--- config.mk ---
export PLATFORM = sky130hd
export DESIGN_NAME = pwm_breathe_array
export DESIGN_NICKNAME = d
export VERILOG_FILES = /design/src/rtl/pwm_breathe_pkg.sv /design/src/rtl/pwm_breathe_ch.sv /design/src/rtl/pwm_breathe_array.sv
export SDC_FILE = /design/constraint.sdc
export NUM_CORES = 1
export LEC_CHECK = 0
export CELL_PAD_IN_SITES_DETAIL_PLACEMENT = 2
export CELL_PAD_IN_SITES_GLOBAL_PLACEMENT = 2
export CORE_ASPECT_RATIO = 0.5
export CORE_UTILIZATION = 39
export DETAILED_ROUTE_END_ITERATION = 8
export GPL_ROUTABILITY_DRIVEN = 0
export PLACE_DENSITY = 0.92
export SLEW_MARGIN = 30
export SYNTH_ARGS = -nofsm -noshare
export SYNTH_HDL_FRONTEND = slang
export SYNTH_SLANG_ARGS = --single-unit
--- constraint.sdc ---
create_clock -name clk -period 5.75 [get_ports clk]
set_clock_uncertainty 0.2 [all_clocks]
set_input_delay 1.4375 -clock clk [delete_from_list [all_inputs] [get_ports clk]]
set_output_delay 1.4375 -clock clk [all_outputs]
set_load 0.02 [all_outputs]
--- src/rtl/pwm_breathe_pkg.sv ---
// Shared mode and direction encodings for the multi-channel PWM breathing controller.
package pwm_breathe_pkg;

   typedef enum logic [1:0] {
      MODE_OFF     = 2'b00,
      MODE_STEADY  = 2'b01,
      MODE_BREATHE = 2'b10,
      MODE_RSVD    = 2'b11
   } mode_e;

   typedef enum logic {
      DIR_UP   = 1'b0,
      DIR_DOWN = 1'b1
   } dir_e;

endpackage

--- src/rtl/pwm_breathe_ch.sv ---
// One LED channel: mode decode, breathing ramp, boundary-latched duty and PWM compare.
// Optional gamma correction of the compared duty when PWM_BREATHE_GAMMA_EN is defined.
//
// dir state | meaning
// DIR_UP    | breathing duty increments on each step
// DIR_DOWN  | breathing duty decrements on each step
module pwm_breathe_ch
   import pwm_breathe_pkg::*;
#(
   parameter int W = 8
) (
   input  logic         clk,
   input  logic         rst,
   input  logic         en,
   input  logic         boundary,
   input  logic         step_now,
   input  logic [W-1:0] pwm_cnt,
   input  logic [1:0]   mode,
   input  logic [W-1:0] level,
   output logic         led
);

   localparam logic [W-1:0] DUTY_MAX = '1;

   mode_e        mode_dec;
   dir_e         dir, dir_nxt;
   logic [W-1:0] duty, duty_nxt;
   logic [W-1:0] bduty, bduty_nxt;
   logic [W-1:0] duty_eff;

   assign mode_dec = mode_e'(mode);

   always_ff @(posedge clk) begin
      if (rst) begin
         duty  <= '0;
         bduty <= '0;
         dir   <= DIR_UP;
      end else if (en) begin
         duty  <= duty_nxt;
         bduty <= bduty_nxt;
         dir   <= dir_nxt;
      end
   end

   // All duty/ramp changes happen only on the period boundary so a period is never cut short.
   always_comb begin
      duty_nxt  = duty;
      bduty_nxt = bduty;
      dir_nxt   = dir;
      if (boundary) begin
         unique case (mode_dec)
            MODE_STEADY: begin
               duty_nxt  = level;
               bduty_nxt = '0;
               dir_nxt   = DIR_UP;
            end
            MODE_BREATHE: begin
               if (step_now) begin
                  if (dir == DIR_UP) bduty_nxt = bduty + W'(1);
                  else               bduty_nxt = bduty - W'(1);
                  if (bduty_nxt == DUTY_MAX)  dir_nxt = DIR_DOWN;
                  else if (bduty_nxt == '0)   dir_nxt = DIR_UP;
               end
               duty_nxt = bduty_nxt;
            end
            default: begin
               duty_nxt  = '0;
               bduty_nxt = '0;
               dir_nxt   = DIR_UP;
            end
         endcase
      end
   end

`ifdef PWM_BREATHE_GAMMA_EN
   logic [2*W-1:0] duty_sq;
   assign duty_sq  = {{W{1'b0}}, duty} * {{W{1'b0}}, duty};
   // Full scale is pinned so a "fully on" request stays fully on after correction.
   assign duty_eff = (duty == DUTY_MAX) ? DUTY_MAX : duty_sq[2*W-1:W];
`else
   assign duty_eff = duty;
`endif

   always_ff @(posedge clk) begin
      if (rst)     led <= 1'b0;
      else if (en) led <= (pwm_cnt < duty_eff);
   end

endmodule

--- src/rtl/pwm_breathe_array.sv ---
// Shared PWM timebase and breathing-step prescaler driving CH independent LED channels.
// Build option: PWM_BREATHE_GAMMA_EN selects gamma-corrected duty in every channel.
module pwm_breathe_array
   import pwm_breathe_pkg::*;
#(
   parameter int CH       = 4,
   parameter int W        = 8,
   parameter int STEP_DIV = 300
) (
   input  logic            clk,
   input  logic            rst,
   input  logic            en,
   input  logic [2*CH-1:0] mode,
   input  logic [W*CH-1:0] level,
   output logic [CH-1:0]   led,
   output logic            step
);

   localparam int PW = (STEP_DIV > 1) ? $clog2(STEP_DIV) : 1;
   // Period is 2^W-1 cycles, so the counter's last value is 2^W-2.
   localparam logic [W-1:0]  CNT_LAST = {{(W-1){1'b1}}, 1'b0};
   localparam logic [PW-1:0] PER_LAST = PW'(STEP_DIV - 1);

   logic [W-1:0]  pwm_cnt;
   logic [PW-1:0] per_cnt;
   logic          boundary;
   logic          step_now;

   assign boundary = en && (pwm_cnt == CNT_LAST);
   assign step_now = boundary && (per_cnt == PER_LAST);

   always_ff @(posedge clk) begin
      if (rst) begin
         pwm_cnt <= '0;
         per_cnt <= '0;
         step    <= 1'b0;
      end else begin
         step <= step_now;
         if (en) begin
            pwm_cnt <= boundary ? '0 : pwm_cnt + W'(1);
            if (boundary) per_cnt <= step_now ? '0 : per_cnt + PW'(1);
         end
      end
   end

   for (genvar i = 0; i < CH; i++) begin : g_ch
      pwm_breathe_ch #(.W(W)) u_ch (
         .clk      (clk),
         .rst      (rst),
         .en       (en),
         .boundary (boundary),
         .step_now (step_now),
         .pwm_cnt  (pwm_cnt),
         .mode     (mode[2*i +: 2]),
         .level    (level[W*i +: W]),
         .led      (led[i])
      );
   end

endmodule

== Yosys cells after proc, flatten, opt, wreduce, memory -nomap -nowiden ==
Cells that the tools add are included.
W data, S select, Z words.

* Logic and storage cells: 112
* Bits of input ports: 43
* Register bits after elaboration: 90

* Reduce and logical (&&, ||, !) cells: 11
* Muxes and demuxes: 46
* $lt $le $gt $ge: 4
* Add/subtract/negate cells: 10
* Equal/unequal tests: 22

{| class="wikitable"
|+ Operators by type and width
! cell !! number
|-
| $mux W8 || 25
|-
| $pmux W8 S2 || 4
|-
| $add A8 B1 Y8 const B || 5
|-
| $eq A8 B8 Y1 const B || 5
|-
| $logic_not A8 Y1 || 4
|-
| $lt A8 B8 Y1 || 4
|-
| $sub A8 B1 Y8 const B || 4
|-
| $mux W1 || 16
|-
| $reduce_and A4 Y1 || 4
|-
| $ne A3 B1 Y1 const B || 4
|-
| $add A9 B1 Y9 const B || 1
|-
| $eq A9 B9 Y1 const B || 1
|-
| $mux W9 || 1
|-
| $eq A2 B1 Y1 const B || 4
|-
| $eq A2 B2 Y1 const B || 4
|-
| $ne A2 B2 Y1 const B || 4
|-
| $logic_and A1 B1 Y1 || 2
|-
| $reduce_and A2 Y1 || 1
|}

== Logic depth before layout (Yosys ltp) ==
* Depth after elaboration: 11
* Mapped depth: 10

== Modules after synthesis ==
Synthesis repeated with hierarchy kept, for this count alone.

* Cell total of the unflattened synthesis: 752
* Area total of the unflattened synthesis: 6444.9 um^2

{| class="wikitable"
|+ Modules (own cells, without submodules)
! module !! area each (um^2) !! seq. area each (um^2) !! instances !! cells each
|-
| pwm_breathe_ch at g_ch[0].u_ch ... || 1388.8 || 360.3 || 3 || 162
|-
| pwm_breathe_ch at g_ch[3].u_ch || 1375.1 || 360.3 || 1 || 161
|-
| pwm_breathe_array || 903.4 || 360.3 || 1 || 105
|}

== Least setup slack after synthesis ==
OpenSTA, ideal clock, no wires.

* Path type: input-to-reg
* Start: in en
* End: reg g_ch[2].u_ch.dir
* Arrival: 3058 ps
* Stages on the path: 6
* Slack: 2366 ps
* Library setup time: 127 ps
* Path buffers: 0
* Cells stage by stage: nand4_2 > or3_4 > or3_1 > or4_1 > o31ai_2 > o31ai_1

* Word-level cells in the longest chain between the ends: 4

{| class="wikitable"
|+ Ends and longest elaborated chain
! what !! RTL line !! RTL
|-
| start, declared || pwm_breathe_array.sv:12 || <nowiki>input logic en,</nowiki>
|-
| $logic_and A1 B1 Y1 || pwm_breathe_array.sv:29 || <nowiki>assign boundary = en && (pwm_cnt == CNT_LAST);</nowiki>
|-
| $logic_and A1 B1 Y1 || pwm_breathe_array.sv:30 || <nowiki>assign step_now = boundary && (per_cnt == PER_LAST);</nowiki>
|-
| $ne A2 B2 Y1 (no line) || - ||
|-
| $reduce_and A4 Y1 (no line) (*) || - ||
|-
| end signal, assigned || pwm_breathe_ch.sv:41 || <nowiki>dir <= dir_nxt;</nowiki>
|-
| end, declared || pwm_breathe_ch.sv:26 || <nowiki>dir_e dir, dir_nxt;</nowiki>
|}

Mark *: on every way between the ends. The rest lies on a longest branch, timed or not.
A chain may end at the register's enable or synchronous reset.

== Worst setup path in the final report ==
* Start: in en
* End: reg g_ch[1].u_ch.duty[2]

* Word-level cells in the longest chain between the ends: 4
* Elaborated cells on any way between the ends: 5
* Those cells by class: mux: 2; reduce/logical: 3

{| class="wikitable"
|+ Ends and longest elaborated chain
! what !! RTL line !! RTL
|-
| $logic_and A1 B1 Y1 || pwm_breathe_array.sv:29 ||
|-
| $logic_and A1 B1 Y1 || pwm_breathe_array.sv:30 ||
|-
| $mux W8 || pwm_breathe_ch.sv:58 || <nowiki>if (step_now) begin</nowiki>
|-
| $pmux W8 S2 || pwm_breathe_ch.sv:51 || <nowiki>unique case (mode_dec)</nowiki>
|-
| end signal, assigned || pwm_breathe_ch.sv:39 || <nowiki>duty <= duty_nxt;</nowiki>
|-
| end, declared || pwm_breathe_ch.sv:27 || <nowiki>logic [W-1:0] duty, duty_nxt;</nowiki>
|}

Parallel ways exist; a longest one is shown, timed or not.

==> results.txt <==
* Remaining global-route overflow: 0
- Dividing the detail-routed via count by the number of cells gives 6.58.
- Antenna fix cells: 0
- Hold repair after CTS inserted 0 buffers.
* Total DRC errors in the routed layout: 0
- # Max-Cap Violations: 0
- Area of the mapped netlist: 6320 um^2
- Yosys warnings: 0
- Finish-stage setup viols: 0
* Portion of total power attributed to sequential cells: 0.475
- In this run the count of I/O pins placed on the die edge is 48.
- Slew at the pin with the worst max-slew slack: 0.820 ns
- For hold timing, the worst endpoint is g_ch[3].u_ch.duty[0].
- Clock power share: 0.442
- The worst-case IR drop observed on VDD is 0.000133 V.
- Overall via count from detail_route: 6,649
* Antenna violations before repair: 0
- The tree is rooted in a sky130_fd_sc_hd__clkbuf_16.
- The worst hold path begins at g_ch[3].u_ch.duty[0].
- Deepest level of the CTS H-tree: 3
- TritonCTS built the clock tree.
- Power spread over the standard cell area amounts to 184 nW/um^2.
- Highest-utilization routing layer at the global route stage: met2
- The run finished with clean final reports.
* Sw Ratio: 0.268
* Number of standard cells after synthesis: 775
- Wire per inst: 28.7 um
* Total wire length after detailed routing: 29,000 um
* Met2 demand-to-capacity share in global routing: 0.595
- Counting flops with an async set or reset pin after synthesis yields a share of 0.
- The die covers 16,700 um^2.
- Clock latency on the worst-skew pair: 0.37 ns
- Core Area: 15,600 um^2
* Layout filler cell count: 1,718
* First-pass GRT wire length: 45,300 um
- For the worst flop-to-flop path, the logic depth is 8.
- The worst setup path is captured at a register.
* FF-to-FF End: g_ch[1].u_ch.duty[2]
* Mean post-synth cell area: 8.15 um^2
- Pin count of the biggest net entering global routing: 36
- The most used flip-flop cell after synthesis is sky130_fd_sc_hd__dfxtp_1.
* Buffer levels on the longest clock path: 2
* Number of buffers created by CTS: 9
- Summed over all nets, the half-perimeter wirelength after detailed placement is 18,400 um.
* Data arrival, critical path: 4.54 ns
- Req. time, crit path: 5.78 ns
- Row count: 32
- In this run the worst hold path is classified as reg2reg.
- Counting every sink on the clock net gives 90.
* Upper clock frequency limit: 221 MHz
- In this run the tool buffered the top-level ports with 47 buffer cells.
- Register area share after synthesis: 0.285
* Count of state elements after synthesis: 90
- Once the clock tree was built, the resizer swapped 0 gates to a different size.
- The worst setup path is of the in2reg kind.
- Met3 Track Usage GR: 0.0759
* Largest fanout on the critical path: 31
* Layout cells sized above 1: 0.0520
- Met1 track demand over resource: 0.441
* Combined global-route utilization of all metal layers: 0.356
- Post-synth cell types: 59
- Fraction of the cycle the final worst path needs: 0.785
* Chip height: 92.0 um
* P_int: 0.000973 W
- Of the total power, combinational logic draws 0.083.
- Final non-filler cell area: 7220 um^2
- The number of hold violations in the final report is 0.
- R2R Path Start: per_cnt[0]
- The initial utilization of the core area, before any placement, comes to 0.405.
* Number of enable flip-flop cells after synthesis: 0
- Once detail routing completed, the nets flagged for antenna violations numbered 0.
* Minimum clock period: 4.51 ns
- The number of global-route vias before repair was 7,372.
- Once the clock tree was built, the setup fixing pass inserted 0 buffers.
- In this run the tightest slew margin relative to its limit is 0.453.
- Counting instances, the worst hold path has a depth of 1.
- Summed over all nets, the switching power comes to 0.000356 W.
* Initial DRC Count: 568
- Summing all placed instances gives a cell area of 6950 um^2.
* Post-Synthesis Net Count: 893
- First-pass DRT Iterations: 5
- Worst setup slack for register-to-register paths: 2.02 ns
- The count of pins over their slew limit came to 0.
- The analysis attributes to cell leakage a power of 2.74 nW.
- The net count of the finished layout is 922.
- Relative to the synthesized area, the layout overhead comes to 14.2%.
- Final-layout setup total negative slack: 0 ns
- After clock tree synthesis, the clock-pin slew on the worst setup and hold paths is 0.07 ns.
- Setup repair after global routing left no endpoint under its margin.
* Die outline width: 182 um
- Kind of start point of the critical path: input pin
[per-layer routing]
metal  part of all wire  wire length (um)  up-vias
li1                   -                 -     2854
met5                  0                 0        -
met3              0.065              1880      113
met1               0.42             12300     3365
met2               0.47             13600      317
met4              0.043              1250        0
[area by class of cell]
class / count / area [um^2] / area share
Multi-Input combinational cell: 588 / 4140 / 0.574
Timing Repair Buffer: 53 / 523 / 0.0725
Clock buffer: 11 / 243 / 0.0336
Tap cell: 204 / 255 / 0.0354
Inverter: 62 / 233 / 0.0322
Sequential cell: 90 / 1800 / 0.250
Clock inverter: 3 / 17.5 / 0.00243
[logic make-up (layout without fill, tap and decap cells)]
group,Yosys count,in the layout,share of synthesized area
and+or+nand+nor,251,251,0.200
AOI/OAI and AO/OA,202,202,0.211
buffers and inverters,97,129,0.0612
DFF,90,90,0.285
adders and majority gates,75,75,0.153
xor gates and xnor gates,38,38,0.0527
muxes,22,22,0.0368
[placed cells by master, fill, tap and decap left out, drive strengths merged, types with 4 or more instances in the layout]
cell type      count
fa                 4
or3                8
or4                6
and3              18
nand4             10
nor2              92
mux2              10
a21o               7
o21a               6
a32oi             16
dfxtp             90
a21boi             4
a2111oi            4
inv               62
a22oi             16
a22o               4
o21ai             41
o22ai             26
clkbuf            11
xor2              16
and2               5
ha                71
nand2b             6
xnor2             22
nor4               5
a211oi             9
nand2             38
mux2i             12
nor2b             12
nor3              25
buf                7
clkdlybuf4s50     46
a21oi             41
nand3              9
[cells in the mapped netlist (6+ instances only)]
master	number	area, um^2
sky130_fd_sc_hd__a211oi_1	9	67.6
sky130_fd_sc_hd__a21o_1	7	52.6
sky130_fd_sc_hd__a21oi_1	41	205
sky130_fd_sc_hd__a22oi_1	16	120
sky130_fd_sc_hd__a32oi_1	16	140
sky130_fd_sc_hd__and3_1	18	113
sky130_fd_sc_hd__buf_2	6	30.0
sky130_fd_sc_hd__clkbuf_1	24	90.1
sky130_fd_sc_hd__dfxtp_1	90	1800
sky130_fd_sc_hd__ha_1	71	888
sky130_fd_sc_hd__inv_1	62	233
sky130_fd_sc_hd__mux2_2	10	113
sky130_fd_sc_hd__mux2i_1	12	120
sky130_fd_sc_hd__nand2_1	38	143
sky130_fd_sc_hd__nand2b_1	6	37.5
sky130_fd_sc_hd__nand3_1	9	45.0
sky130_fd_sc_hd__nand4_1	9	56.3
sky130_fd_sc_hd__nor2_1	91	342
sky130_fd_sc_hd__nor2b_1	12	75.1
sky130_fd_sc_hd__nor3_1	25	125
sky130_fd_sc_hd__o21a_1	6	45.0
sky130_fd_sc_hd__o21ai_0	41	205
sky130_fd_sc_hd__o22ai_1	26	163
sky130_fd_sc_hd__or3_1	7	43.8
sky130_fd_sc_hd__or4_1	6	45.0
sky130_fd_sc_hd__xnor2_1	22	193
sky130_fd_sc_hd__xor2_1	16	140
[worst max-delay path by stage]
stage / from / to / slack, ns
after floorplan: en / g_ch[2].u_ch.dir / 2.37
after global placement: en / g_ch[1].u_ch.duty[2] / 1.26
after detailed placement: en / g_ch[0].u_ch.dir / 1.01
after CTS: en / g_ch[1].u_ch.duty[2] / 1.28
after global routing: en / g_ch[1].u_ch.duty[2] / 1.16
final: en / g_ch[1].u_ch.duty[2] / 1.24
[metrics by stage]
| step | setup WS [ns] | instances | utilization | hold slack [ns] | power, W |
|---|---|---|---|---|---|
| floorplan | 2.37 | 775 | - | 0.239 | 0.000690 |
| global placement | 1.26 | 997 | 0.445 | 0.258 | 0.000738 |
| detailed placement | 1.01 | 997 | 0.445 | 0.284 | 0.000746 |
| CTS | 1.28 | 1011 | 0.462 | 0.304 | 0.00132 |
| global route | 1.16 | 1011 | 0.462 | 0.320 | 0.00136 |
| finish | 1.24 | 1011 | 0.462 | 0.307 | 0.00133 |
[worst max-delay path: stages]
cell and delay, ns:
sky130_fd_sc_hd__clkdlybuf4s50_1 0.46, sky130_fd_sc_hd__buf_4 0.22, sky130_fd_sc_hd__nand4_2 0.15, sky130_fd_sc_hd__or3_4 0.60, sky130_fd_sc_hd__nor2_4 0.52, sky130_fd_sc_hd__buf_12 0.27
sky130_fd_sc_hd__mux2_2 0.40, sky130_fd_sc_hd__a22oi_1 0.30, sky130_fd_sc_hd__o22ai_1 0.15
[registers in the layout, summed over array words and instances, names as in the netlist]
register,flops
g_ch.u_ch.bduty,32
g_ch.u_ch.duty,32
per_cnt,9
pwm_cnt,8
g_ch.u_ch.dir,4
g_ch.u_ch.led,4
step,1
[power by group through the flow]
stage               Combinational (W)  Sequential (W)  Clock, W
finish                       0.000110        0.000632  0.000588
global route                 0.000114        0.000632  0.000614
CTS                          0.000107        0.000631  0.000581
floorplan                   0.0000476        0.000643         0
global placement            0.0000931        0.000645         0
detailed placement           0.000101        0.000646         0
(Power assumes the default switching activity.)
